`config.mk`:
```
export PLATFORM = sky130hd
export DESIGN_NAME = act_unit_pipe_flat
export DESIGN_NICKNAME = d
export VERILOG_FILES = /design/src/rtl/act_unit_pipe_if.sv /design/src/rtl/act_unit_pipe.sv /design/src/flat_wrapper.sv
export SDC_FILE = /design/constraint.sdc
export NUM_CORES = 1
export LEC_CHECK = 0
export BUFFER_PORTS_ARGS = -buffer_cell sky130_fd_sc_hd__buf_4
export CORE_MARGIN = 8
export CORE_UTILIZATION = 57
export CTS_BUF_LIST = sky130_fd_sc_hd__clkbuf_16
export DETAILED_ROUTE_END_ITERATION = 7
export GPL_TIMING_DRIVEN = 0
export PLACE_DENSITY = 0.82
export SLEW_MARGIN = 0
export SYNTH_ARGS = -nofsm -noshare
export SYNTH_HDL_FRONTEND = slang
export SYNTH_SLANG_ARGS = --single-unit
```
`constraint.sdc`:
```
create_clock -name clk -period 12.5 [get_ports clk]
set_input_delay 2.5 -clock clk [delete_from_list [all_inputs] [get_ports clk]]
set_output_delay 2.5 -clock clk [all_outputs]
set_load 0.05 [all_outputs]
```
`src/rtl/act_unit_pipe_if.sv`:
```
// Stream bundle for act_unit_pipe: accumulator-side input beat and writeback-side output beat.
// master drives the beat and out_ready; slave is the activation unit.
interface act_unit_pipe_if #(
  parameter int N     = 32,
  parameter int LANES = 4
);
  logic               in_valid;
  logic               in_ready;
  logic [LANES*N-1:0] in_x;
  logic [1:0]         in_mode;
  logic [N-1:0]       clip_val;
  logic               out_valid;
  logic               out_ready;
  logic [LANES*N-1:0] out_val;

  modport master (
    output in_valid, in_x, in_mode, clip_val, out_ready,
    input  in_ready, out_valid, out_val
  );

  modport slave (
    input  in_valid, in_x, in_mode, clip_val, out_ready,
    output in_ready, out_valid, out_val
  );
endinterface

```
`src/rtl/act_unit_pipe.sv`:
```
// Two-stage, multi-lane fixed-point activation unit (pass / ReLU / leaky ReLU / clipped ReLU)
// with valid/ready on both sides and a saturating count of negative input lanes.
module act_unit_pipe #(
  parameter int N          = 32,
  parameter int Q          = 15,
  parameter int LANES      = 4,
  parameter int LEAK_SHIFT = 3,
  parameter int CNT_W      = 16
) (
  input  logic             clk,
  input  logic             rst,
  act_unit_pipe_if.slave   bus,
  input  logic             cnt_clr,
  output logic [CNT_W-1:0] neg_count
);

  typedef enum logic [1:0] {
    MODE_PASS  = 2'b00,
    MODE_RELU  = 2'b01,
    MODE_LEAKY = 2'b10,
    MODE_CLIP  = 2'b11
  } mode_e;

  localparam int PW = $clog2(LANES + 1);

  if (LEAK_SHIFT < 1 || LEAK_SHIFT > N - 1 || Q < 0 || Q > N - 1) begin : g_param_check
    $error("act_unit_pipe: LEAK_SHIFT must be 1..N-1 and Q must be 0..N-1");
  end

  logic               in_fire;
  logic               s2_load;

  logic [N-1:0]       lane_x   [LANES];
  logic [N-1:0]       lane_shr [LANES];
  logic [LANES-1:0]   lane_gt;
  logic [PW-1:0]      neg_pop;
  logic [CNT_W:0]     cnt_sum;

  logic               s1_valid;
  mode_e              s1_mode;
  logic [N-1:0]       s1_clip;
  logic [LANES-1:0]   s1_sign;
  logic [LANES-1:0]   s1_gt;
  logic [N-1:0]       s1_x   [LANES];
  logic [N-1:0]       s1_shr [LANES];

  logic               s2_valid;
  logic [LANES*N-1:0] s2_val;
  logic [LANES*N-1:0] s2_next;

  // S1 may refill in the same cycle it hands its beat to S2.
  assign s2_load      = !s2_valid || bus.out_ready;
  assign bus.in_ready = !s1_valid || s2_load;
  assign in_fire      = bus.in_valid && bus.in_ready;

  always_comb begin
    neg_pop = '0;
    for (int i = 0; i < LANES; i++) begin
      lane_x[i]   = bus.in_x[i*N +: N];
      lane_shr[i] = $signed(lane_x[i]) >>> LEAK_SHIFT;
      lane_gt[i]  = $signed(lane_x[i]) > $signed(bus.clip_val);
      neg_pop     = neg_pop + PW'(lane_x[i][N-1]);
    end
    cnt_sum = {1'b0, neg_count} + (CNT_W+1)'(neg_pop);
  end

  always_ff @(posedge clk or posedge rst) begin
    if (rst) begin
      s1_valid <= 1'b0;
      s1_mode  <= MODE_PASS;
      s1_clip  <= '0;
      s1_sign  <= '0;
      s1_gt    <= '0;
      for (int i = 0; i < LANES; i++) begin
        s1_x[i]   <= '0;
        s1_shr[i] <= '0;
      end
    end else if (in_fire) begin
      s1_valid <= 1'b1;
      s1_mode  <= mode_e'(bus.in_mode);
      s1_clip  <= bus.clip_val;
      s1_gt    <= lane_gt;
      for (int i = 0; i < LANES; i++) begin
        s1_sign[i] <= lane_x[i][N-1];
        s1_x[i]    <= lane_x[i];
        s1_shr[i]  <= lane_shr[i];
      end
    end else if (s2_load) begin
      s1_valid <= 1'b0;
    end
  end

  always_comb begin
    s2_next = '0;
    for (int i = 0; i < LANES; i++) begin
      case (s1_mode)
        MODE_PASS:  s2_next[i*N +: N] = s1_x[i];
        MODE_RELU:  s2_next[i*N +: N] = s1_sign[i] ? '0 : s1_x[i];
        MODE_LEAKY: s2_next[i*N +: N] = s1_sign[i] ? s1_shr[i] : s1_x[i];
        MODE_CLIP:  s2_next[i*N +: N] = s1_sign[i] ? '0 : (s1_gt[i] ? s1_clip : s1_x[i]);
        default:    s2_next[i*N +: N] = s1_x[i];
      endcase
    end
  end

  always_ff @(posedge clk or posedge rst) begin
    if (rst) begin
      s2_valid <= 1'b0;
      s2_val   <= '0;
    end else if (s2_load) begin
      s2_valid <= s1_valid;
      if (s1_valid) begin
        s2_val <= s2_next;
      end
    end
  end

  assign bus.out_valid = s2_valid;
  assign bus.out_val   = s2_val;

  // Clear wins over a coincident beat; the sum carries one extra bit to detect saturation.
  always_ff @(posedge clk or posedge rst) begin
    if (rst) begin
      neg_count <= '0;
    end else if (cnt_clr) begin
      neg_count <= '0;
    end else if (in_fire) begin
      neg_count <= cnt_sum[CNT_W] ? '1 : cnt_sum[CNT_W-1:0];
    end
  end

endmodule

```
`src/flat_wrapper.sv`:
```
// flat-port wrapper written by rule: the top's interface ports become plain ports
module act_unit_pipe_flat 
#(
  parameter int N          = 32,
  parameter int Q          = 15,
  parameter int LANES      = 4,
  parameter int LEAK_SHIFT = 3,
  parameter int CNT_W      = 16
)
  (clk, rst, cnt_clr, neg_count, bus_in_valid, bus_in_x, bus_in_mode, bus_clip_val, bus_out_ready, bus_in_ready, bus_out_valid, bus_out_val);
  act_unit_pipe_if #(.N(N), .LANES(LANES)) bus_i ();
  input  logic clk;
  input  logic rst;
  input  logic cnt_clr;
  output logic [CNT_W-1:0] neg_count;
  input wire logic [$bits(bus_i.in_valid)-1:0] bus_in_valid;
  input wire logic [$bits(bus_i.in_x)-1:0] bus_in_x;
  input wire logic [$bits(bus_i.in_mode)-1:0] bus_in_mode;
  input wire logic [$bits(bus_i.clip_val)-1:0] bus_clip_val;
  input wire logic [$bits(bus_i.out_ready)-1:0] bus_out_ready;
  output wire logic [$bits(bus_i.in_ready)-1:0] bus_in_ready;
  output wire logic [$bits(bus_i.out_valid)-1:0] bus_out_valid;
  output wire logic [$bits(bus_i.out_val)-1:0] bus_out_val;
  assign bus_i.in_valid = bus_in_valid;
  assign bus_i.in_x = bus_in_x;
  assign bus_i.in_mode = bus_in_mode;
  assign bus_i.clip_val = bus_clip_val;
  assign bus_i.out_ready = bus_out_ready;
  assign bus_in_ready = bus_i.in_ready;
  assign bus_out_valid = bus_i.out_valid;
  assign bus_out_val = bus_i.out_val;
  act_unit_pipe #(.N(N), .Q(Q), .LANES(LANES), .LEAK_SHIFT(LEAK_SHIFT), .CNT_W(CNT_W)) u_core (.clk(clk), .rst(rst), .bus(bus_i), .cnt_clr(cnt_clr), .neg_count(neg_count));
endmodule
```
==> results of run 1 <==
==> worst reg2reg max path, stage by stage (launching register included) <==
cell,delay [ps]
sky130_fd_sc_hd__dfrtp_1,370
sky130_fd_sc_hd__nand2b_1,100
sky130_fd_sc_hd__nand2_1,450
sky130_fd_sc_hd__clkbuf_1,920
sky130_fd_sc_hd__clkbuf_1,610
sky130_fd_sc_hd__a221oi_1,290
sky130_fd_sc_hd__a21oi_1,260
==> state kept, by name, summed over array words and instances (netlist names) <==
signal / flops
u_core.bus.out_val: 128
u_core.s1_shr: 113
u_core.s1_clip: 32
u_core.neg_count: 16
u_core.s1_x: 12
u_core.s1_gt: 4
u_core.s1_sign: 3
u_core.s1_mode: 2
u_core.bus.out_valid: 1
u_core.s1_valid: 1
==> Yosys cell counts (all sizes together) (5+ instances only) <==
master and count:
o21a 9, inv 48, o22ai 6, and2 10, a21oi 152, nor2b 7, nand2 577, dfrtp 312
o221ai 28, a221oi 93, nand4 33, a211oi 8, or4 5, nand3 24, o21ai 141, clkbuf 86
buf 35, nor3 20, a21o 7, nor2 197, ha 129
==> routing by layer <==
metal	vias up	GRT usage, %	part of all wire, %
met1	8347	48.5	38
met5	-	0	0.037
met2	1239	57.5	44
met3	232	10.1	12
li1	7609	-	-
met4	4	19.3	5.7
==> area by class of cell <==
class / instances / area (sq um)
fill: 2408 / 8560
multi-input combinational: 1499 / 8350
sequential: 312 / 7810
timing repair buffer: 313 / 2390
clock buffer: 37 / 926
buffer: 121 / 492
tap: 390 / 488
inverter: 48 / 188
clock inverter: 23 / 121
==> power groups by stage <==
| stage | Sequential, mW | Clock (mW) | Combinational [mW] |
|---|---|---|---|
| 4_1_cts | 1.36 | 0.968 | 1.23 |
| 3_3_place_gp | 1.37 | 0 | 1.20 |
| 3_5_place_dp | 1.37 | 0 | 1.22 |
| 2_1_floorplan | 1.69 | 0 | 0.413 |
| 6_report | 1.37 | 0.973 | 1.24 |
| 5_1_grt | 1.38 | 1.01 | 1.32 |
==> through the flow <==
step	setup TNS, ps	hold slack (ps)	area, sq um	util (%)
6_report	0	484	20800	70.8
5_1_grt	0	489	20800	70.8
4_1_cts	0	481	20800	70.8
3_5_place_dp	0	467	19700	67.2
3_3_place_gp	-600760	461	19700	67.0
2_1_floorplan	0	446	16800	-
==> worst paths after layout <==
| path | endpoint | from | slack [ps] |
|---|---|---|---|
| max | bus_in_ready | bus_out_ready | 6960 |
| max reg2reg | u_core.bus.out_val[57]$_DFFE_PP0P_ | u_core.bus.out_valid$_DFFE_PP0P_ | 9430 |
| max in group asynchronous | u_core.s1_shr[35]$_DFFE_PP0P_ | rst | 9290 |
| min | u_core.s1_x[0]$_DFFE_PP0P_ | u_core.s1_x[0]$_DFFE_PP0P_ | 480 |
| min in group asynchronous | u_core.s1_shr[19]$_DFFE_PP0P_ | rst | 2060 |
| min reg2reg | u_core.s1_x[0]$_DFFE_PP0P_ | u_core.s1_x[0]$_DFFE_PP0P_ | 480 |
==> cells in the final DEF, fill, tap and decap left out, types with 15 or more instances in the layout <==
master and count:
sky130_fd_sc_hd__o21ai_0 141, sky130_fd_sc_hd__clkbuf_1 86, sky130_fd_sc_hd__nand3_1 24, sky130_fd_sc_hd__clkbuf_16 37, sky130_fd_sc_hd__buf_1 17, sky130_fd_sc_hd__nor3_1 20, sky130_fd_sc_hd__buf_2 15, sky130_fd_sc_hd__o221ai_1 28
sky130_fd_sc_hd__dfrtp_1 312, sky130_fd_sc_hd__a21oi_1 150, sky130_fd_sc_hd__a221oi_1 93, sky130_fd_sc_hd__nand4_1 32, sky130_fd_sc_hd__ha_1 129, sky130_fd_sc_hd__nand2_1 577, sky130_fd_sc_hd__buf_4 312, sky130_fd_sc_hd__inv_1 52
sky130_fd_sc_hd__nor2_1 197
==> cell families after synthesis <==
group / after synthesis / synth area share, %
buffers and inverters: 169 / 3.99
DFF: 312 / 46.4
AOI/OAI and AO/OA: 471 / 17.9
adders and majority gates: 132 / 9.95
muxes: 3 / 0.178
and+or+nand+nor: 893 / 21.6
==> implementation parameters, run 1 <==
Parameter                              Value

Yosys
  Count of different cell masters after synthesis    51
  Post-synth top area share    46.4%
  Number of synthesized flops with an enable pin    0
  Post-Synthesis Net Count    2279
  Most used flip-flop cell after synthesis    sky130_fd_sc_hd__dfrtp_1
  Biggest area consumer among synthesized cells    sky130_fd_sc_hd__dfrtp_1
  Sequential cell area fraction in the yosys report    46.4%
  Area of the mapped netlist    ~17000 sq um
  Yosys warning count    0
  Async set-or-reset flop fraction in the synthesized netlist    100%
  Flop and latch count out of synthesis    312
  Top cells by area, synth    sky130_fd_sc_hd__dfrtp_1 (46%), sky130_fd_sc_hd__nand2_1 (13%), sky130_fd_sc_hd__ha_1 (9.6%)
  Per-instance average area after synthesis    8.50 sq um
  Gate count of the mapped netlist    1980

GRT
  Remaining global-route overflow    0
  Pin count of the biggest net entering global routing    120
  Vias in the first global route    17300
  Total routing usage reported by global routing    between 30 and 40%
  Initial antenna violation count    2
  Wire length of the first global-routing pass    between 100 and 150 mm

Hold path
  Hold Crit Class    flip-flop to flip-flop
  Hold path cells    2

Critical path
  Crit-path max cell delay    230 ps
  Kind of critical path    input pin to output port
  Kind of end point of the critical path    output port
  Critical Path Stages    3
  Cell type of the slowest stage on the worst timing path    sky130_fd_sc_hd__buf_4
  Element type at the critical path start    input pin
  Signal arrival time at the worst endpoint    3040 ps
  Total buffers and inverters traversed by the critical path    2
  Ordered list of cells on the worst path    buf_4 -> nand3b_1 -> buf_4
  Cell family contributing the most delay on the critical path    buffers and inverters
  Worst reg-to-reg path cell count    6
  Maximum fanout encountered on the critical timing path    4
  Most repeated library cell on the critical path    sky130_fd_sc_hd__buf_4
  Required time of the critical path    about 10000 ps

Route
  Aggregate routed wire length    67.9 mm
  First-iteration detailed-routing DRC count    2189
  Drt drc    0
  DR WL/cell    approximately 25 microns
  Total via count after detailed routing    17400
  ANT nets after route    0
  Average vias per placed instance    6.35
  Detailed-routing iteration count for the pre-antenna-repair pass    6

Floorplan
  Io pins    313
  Core Box Area    29300 sq um
  Die X    188 microns
  DIE AREA    roughly 35000 sq um
  Die Span Y    between 150 and 200 microns
  Standard-cell rows    63
  Effective utilization at floorplan    57.4%

Timing
  Worst-case setup margin in the final layout    a little under 7000 ps
  Final hold violations    0
  RSZ-0062 raised after global routing    no
  Total setup violations reported at the end of the flow    0
  Final Slew Violations    0
  Time the final worst path needs with I/O delays and setup    5540 ps
  Pin slew with the least headroom to its limit    1150 ps
  Post-Route Skew    18.7 ps
  Final worst path period share    44.3%
  Highest clock rate    180 MHz
  Slew margin rel.    23.6%

CTS
  Num CTS Buffers    35
  Worst-Skew Late Latency    520 ps
  Deepest level of the CTS H-tree    2
  Clock-pin slew on the worst setup and hold paths    60 ps
  Clock tree root driver cell    sky130_fd_sc_hd__clkbuf_16
  TritonCTS clock tree    built
  Number of hold buffers added after CTS    0
  CTS Sinks    312
  Number of post-CTS setup repair buffers    0
  Cells resized by post-CTS repair    0
  Buffer depth of the longest clock path    3

Place
  Placed Cells    2683
  Placer Congestion    0.982
  DP Wirelength    51.8 mm
  Post-Place Worst Slack    between 6000 and 7000 ps
  Number of buffers inserted by port buffering    311

Flow run
  Count of maximum capacitance violations    0

Layout
  Number of antenna cells inserted    0
  Area added between synthesis and finish    23.4%
  Final layout net count    approximately 2600
  Share of final-layout standard cells stronger than drive strength 1    around 17%
  Filler-free cell count of the finished design    2743

Power and ir drop
  PD cells    172 nW/um^2
  Static leakage power    10.3 nW
  Share of power burned in registers    about two fifths
  Clock group share of total power    27.2%
  Switching power share of the total    41.1%
  Worst vdd rail ir drop    about 120 uV
  Sw power    between 1 and 1.5 mW
  Post-route total power    3.58 mW
  Logic pwr share    34.6%
  Internal power of the cells    about 2.1 mW

Status
  Run status    complete, no violations
(Power assumes the default switching activity.)
==> inputs of run 2 (changes only) <==
--- a/config.mk
+++ b/config.mk
@@ -7,11 +7,11 @@
 export LEC_CHECK = 0
 export BUFFER_PORTS_ARGS = -buffer_cell sky130_fd_sc_hd__buf_4
 export CORE_MARGIN = 8
-export CORE_UTILIZATION = 57
+export CORE_UTILIZATION = 51
 export CTS_BUF_LIST = sky130_fd_sc_hd__clkbuf_16
 export DETAILED_ROUTE_END_ITERATION = 7
 export GPL_TIMING_DRIVEN = 0
-export PLACE_DENSITY = 0.82
+export PLACE_DENSITY = 0.77
 export SLEW_MARGIN = 0
 export SYNTH_ARGS = -nofsm -noshare
 export SYNTH_HDL_FRONTEND = slang
==> constraint.sdc (replaced) <==
create_clock -name clk -period 4.7 [get_ports clk]
set_input_delay 0.94 -clock clk [delete_from_list [all_inputs] [get_ports clk]]
set_output_delay 0.94 -clock clk [all_outputs]
set_load 0.05 [all_outputs]
==> run 2 against run 1 <==
  * Non-clock buffer count grew 6
  * Register-to-register slack lost 7600 ps
  * Count of clock-buffer cells in the layout grew 1
  * Die area increased by 11%
  * Via count decreased by 0.23%
  * Core utilization fell by 6.4 points
  * Critical path type is now input pin to flip-flop
  * Highest routed layer unchanged
==> implementation parameters, run 2 (same netlist as run 1, synthesis figures left out) <==
Parameter                              Value

Critical path
  Most repeated library cell on the critical path    sky130_fd_sc_hd__o21ai_0 (was sky130_fd_sc_hd__buf_4)
  Worst reg-to-reg path cell count    6 (unchanged)
  Crit-path max cell delay    830 ps (was 230 ps)
  Element type at the critical path start    input pin (unchanged)
  Ordered list of cells on the worst path    buf_4 -> inv_1 -> ha_1 -> nand4_1 -> nor4_1 -> o21ai_0 -> a21oi_1 -> o21ai_0 -> nand3_1 (was buf_4 -> nand3b_1 -> buf_4)
  Kind of critical path    input pin to flip-flop (was input pin to output port)
  Cell type of the slowest stage on the worst timing path    sky130_fd_sc_hd__nor4_1 (was sky130_fd_sc_hd__buf_4)
  Signal arrival time at the worst endpoint    3530 ps (was 3040 ps)
  Required time of the critical path    5160 ps (was 10000 ps)
  Setup slack of the worst register-to-register path    1780 ps (was 9430 ps)
  Kind of end point of the critical path    flip-flop (was output port)
  Maximum fanout encountered on the critical timing path    5 (was 4)

Layout
  Flip-flop count of the largest register after layout    128 (unchanged)
  Share of final-layout standard cells stronger than drive strength 1    16.8% (was 16.6%)
  Final Core Density    64.4% (was 70.8%)
  Most common cell after layout, fill and taps aside    sky130_fd_sc_hd__nand2_1 (unchanged)
  Final layout net count    2636 (was 2629)
  Multi-input gate area in the final layout    8350 sq um (unchanged)
  Area added between synthesis and finish    24.6% (was 23.4%)
  Number of antenna cells inserted    0 (unchanged)
  Most frequent cells in the layout    sky130_fd_sc_hd__nand2_1 (577), sky130_fd_sc_hd__buf_4 (312), sky130_fd_sc_hd__dfrtp_1 (312) (unchanged)
  Register area    7810 sq um (unchanged)
  Number of fill cells in the layout    2859 (was 2408)

Route
  Detailed route wirelength on metal2    31.3 mm (was 30.1 mm)
  Detailed-routing iteration count for the pre-antenna-repair pass    5 (was 6)
  First-iteration detailed-routing DRC count    2004 (was 2189)
  Average vias per placed instance    6.21 (was 6.35)
  Top routing layer in use    met5 (unchanged)
  Total via count after detailed routing    17400 (about the same)
  Sum of met3 wire segment lengths after detailed routing    7.82 mm (was 8.16 mm)
  Aggregate routed wire length    70.3 mm (was 67.9 mm)
  Detailed-routing wirelength on met1    28.0 mm (was 25.8 mm)
  Drt drc    0 (unchanged)
  ANT nets after route    0 (unchanged)
  DR WL/cell    25.1 microns (was 24.8 microns)

Power and ir drop
  Switching power share of the total    41.1% (about the same)
  Share of power burned in registers    37.9% (was 38.2%)
  Worst vdd rail ir drop    339 uV (was 120 uV)
  PD cells    458 nW/um^2 (was 172 nW/um^2)
  Logic pwr share    34.5% (was 34.6%)
  Clock group share of total power    27.5% (was 27.2%)
  Sw power    3.94 mW (was 1.47 mW)
  Internal power of the cells    5.65 mW (was 2.11 mW)
  Static leakage power    10.3 nW (about the same)

CTS
  Number of post-CTS setup repair buffers    0 (unchanged)
  Num CTS Buffers    36 (was 35)
  Cells resized by post-CTS repair    0 (unchanged)
  Clock-pin slew on the worst setup and hold paths    60 ps (about the same)
  TritonCTS clock tree    built (unchanged)
  Clock tree root driver cell    sky130_fd_sc_hd__clkbuf_16 (unchanged)
  Buffer depth of the longest clock path    3 (unchanged)
  Worst-Skew Late Latency    530 ps (was 520 ps)
  Number of hold buffers added after CTS    0 (unchanged)
  Deepest level of the CTS H-tree    2 (unchanged)
  CTS Sinks    312 (unchanged)

GRT
  Initial antenna violation count    1 (was 2)
  Pin count of the biggest net entering global routing    43 (was 120)
  Wire length of the first global-routing pass    103 mm (was 102 mm)
  Total routing usage reported by global routing    34.9% (was 37.6%)
  Remaining global-route overflow    0 (unchanged)
  Vias in the first global route    16500 (was 17300)

Floorplan
  Core Box Area    32500 sq um (was 29300 sq um)
  Die Span Y    198 microns (was 188 microns)
  Io pins    313 (unchanged)
  Effective utilization at floorplan    51.7% (was 57.4%)
  Die X    198 microns (was 188 microns)
  DIE AREA    39100 sq um (was 35300 sq um)
  Standard-cell rows    66 (was 63)

Timing
  RSZ-0062 raised after global routing    no (unchanged)
  Final-layout worst hold slack    471 ps (was 484 ps)
  Highest clock rate    around 330 MHz
  Final worst path period share    65.3%
  Pin slew with the least headroom to its limit    1030 ps (was 1150 ps)
  Post-Route Skew    23.5 ps (was 18.7 ps)
  Time the final worst path needs with I/O delays and setup    3070 ps
  Final Slew Violations    0 (unchanged)
  Final hold violations    0 (unchanged)
  Total setup violations reported at the end of the flow    0 (unchanged)
  Slew margin rel.    31.0% (was 23.6%)

Flow run
  Count of maximum capacitance violations    0 (unchanged)

Place
  Placer Congestion    0.956 (was 0.982)
  DP Wirelength    54.2 mm (was 51.8 mm)
  Number of buffers inserted by port buffering    311 (unchanged)

Hold path
  Hold Crit Class    flip-flop to flip-flop (unchanged)
  Hold path cells    2 (unchanged)

Status
  Run status    complete, no violations (unchanged)
-- run 2: cell count changes in the layout (fill, tap and decap cells not counted) --
cell                         change
sky130_fd_sc_hd__buf_12          +8
sky130_fd_sc_hd__clkbuf_16       +1
sky130_fd_sc_hd__inv_8           -1
sky130_fd_sc_hd__clkinv_1        +2
sky130_fd_sc_hd__buf_16          -2
sky130_fd_sc_hd__clkinv_8        +1
sky130_fd_sc_hd__clkinv_2        -2
sky130_fd_sc_hd__inv_1           -1
sky130_fd_sc_hd__clkinvlp_4      +1
-- run 2: cell type report --
type	count	area share, %
Sequential cell	312	37.2
Timing Repair Buffer	319	11.9
Inverter	48	0.877
Multi-Input combinational cell	1499	39.8
Clock buffer	38	4.54
Clock inverter	23	0.627
Buffer	121	2.35
Tap cell	442	2.64
-- run 2: layer usage --
layer	vias to the layer above	GRT usage, %
li1	7627	-
met1	8465	47.5
met2	1111	53.2
met3	186	7.79
met4	2	14.7
met5	-	0
-- run 2: power groups by stage --
stage	logic, mW	registers [mW]	clock network [mW]
floorplan	1.10	4.49	0
global placement	3.21	3.65	0
detailed placement	3.28	3.65	0
CTS	3.29	3.61	2.64
global route	3.53	3.67	2.75
finish	3.32	3.64	2.64
-- run 2: metrics by stage --
stage	instances	total power, mW	area [sq um]	setup WS [ps]	setup TNS [ps]
after CTS	2802	9.55	21000	1640	0
after global routing	2802	9.95	21000	1430	0
after global placement	2733	6.86	19700	-2310	-704710
final	2802	9.60	21000	1630	0
after floorplan	1980	5.59	16800	-395	-123210
after detailed placement	2741	6.93	19900	1080	0
-- run 2: worst paths after layout --
| check | start | endpoint |
|---|---|---|
| setup / recovery | bus_clip_val[15] | u_core.s1_gt[2]$_DFFE_PP0P_ |
| hold / removal | u_core.s1_x[34]$_DFFE_PP0P_ | u_core.s1_x[34]$_DFFE_PP0P_ |
| setup reg to reg | u_core.s1_mode[0]$_DFFE_PP0P_ | u_core.bus.out_val[95]$_DFFE_PP0P_ |
| hold reg to reg | u_core.s1_x[34]$_DFFE_PP0P_ | u_core.s1_x[34]$_DFFE_PP0P_ |
| max in group asynchronous | rst | u_core.s1_shr[38]$_DFFE_PP0P_ |
| min in group asynchronous | rst | u_core.bus.out_val[57]$_DFFE_PP0P_ |
-- run 2: worst max-delay path, delay by kind of cell --
kind	cells	cell delay, ps
AO/OA/AOI/OAI	3	870
AND/OR/NAND/NOR	3	1160
adder cells (fa/ha/maj)	1	350
buffers and inverters	2	210
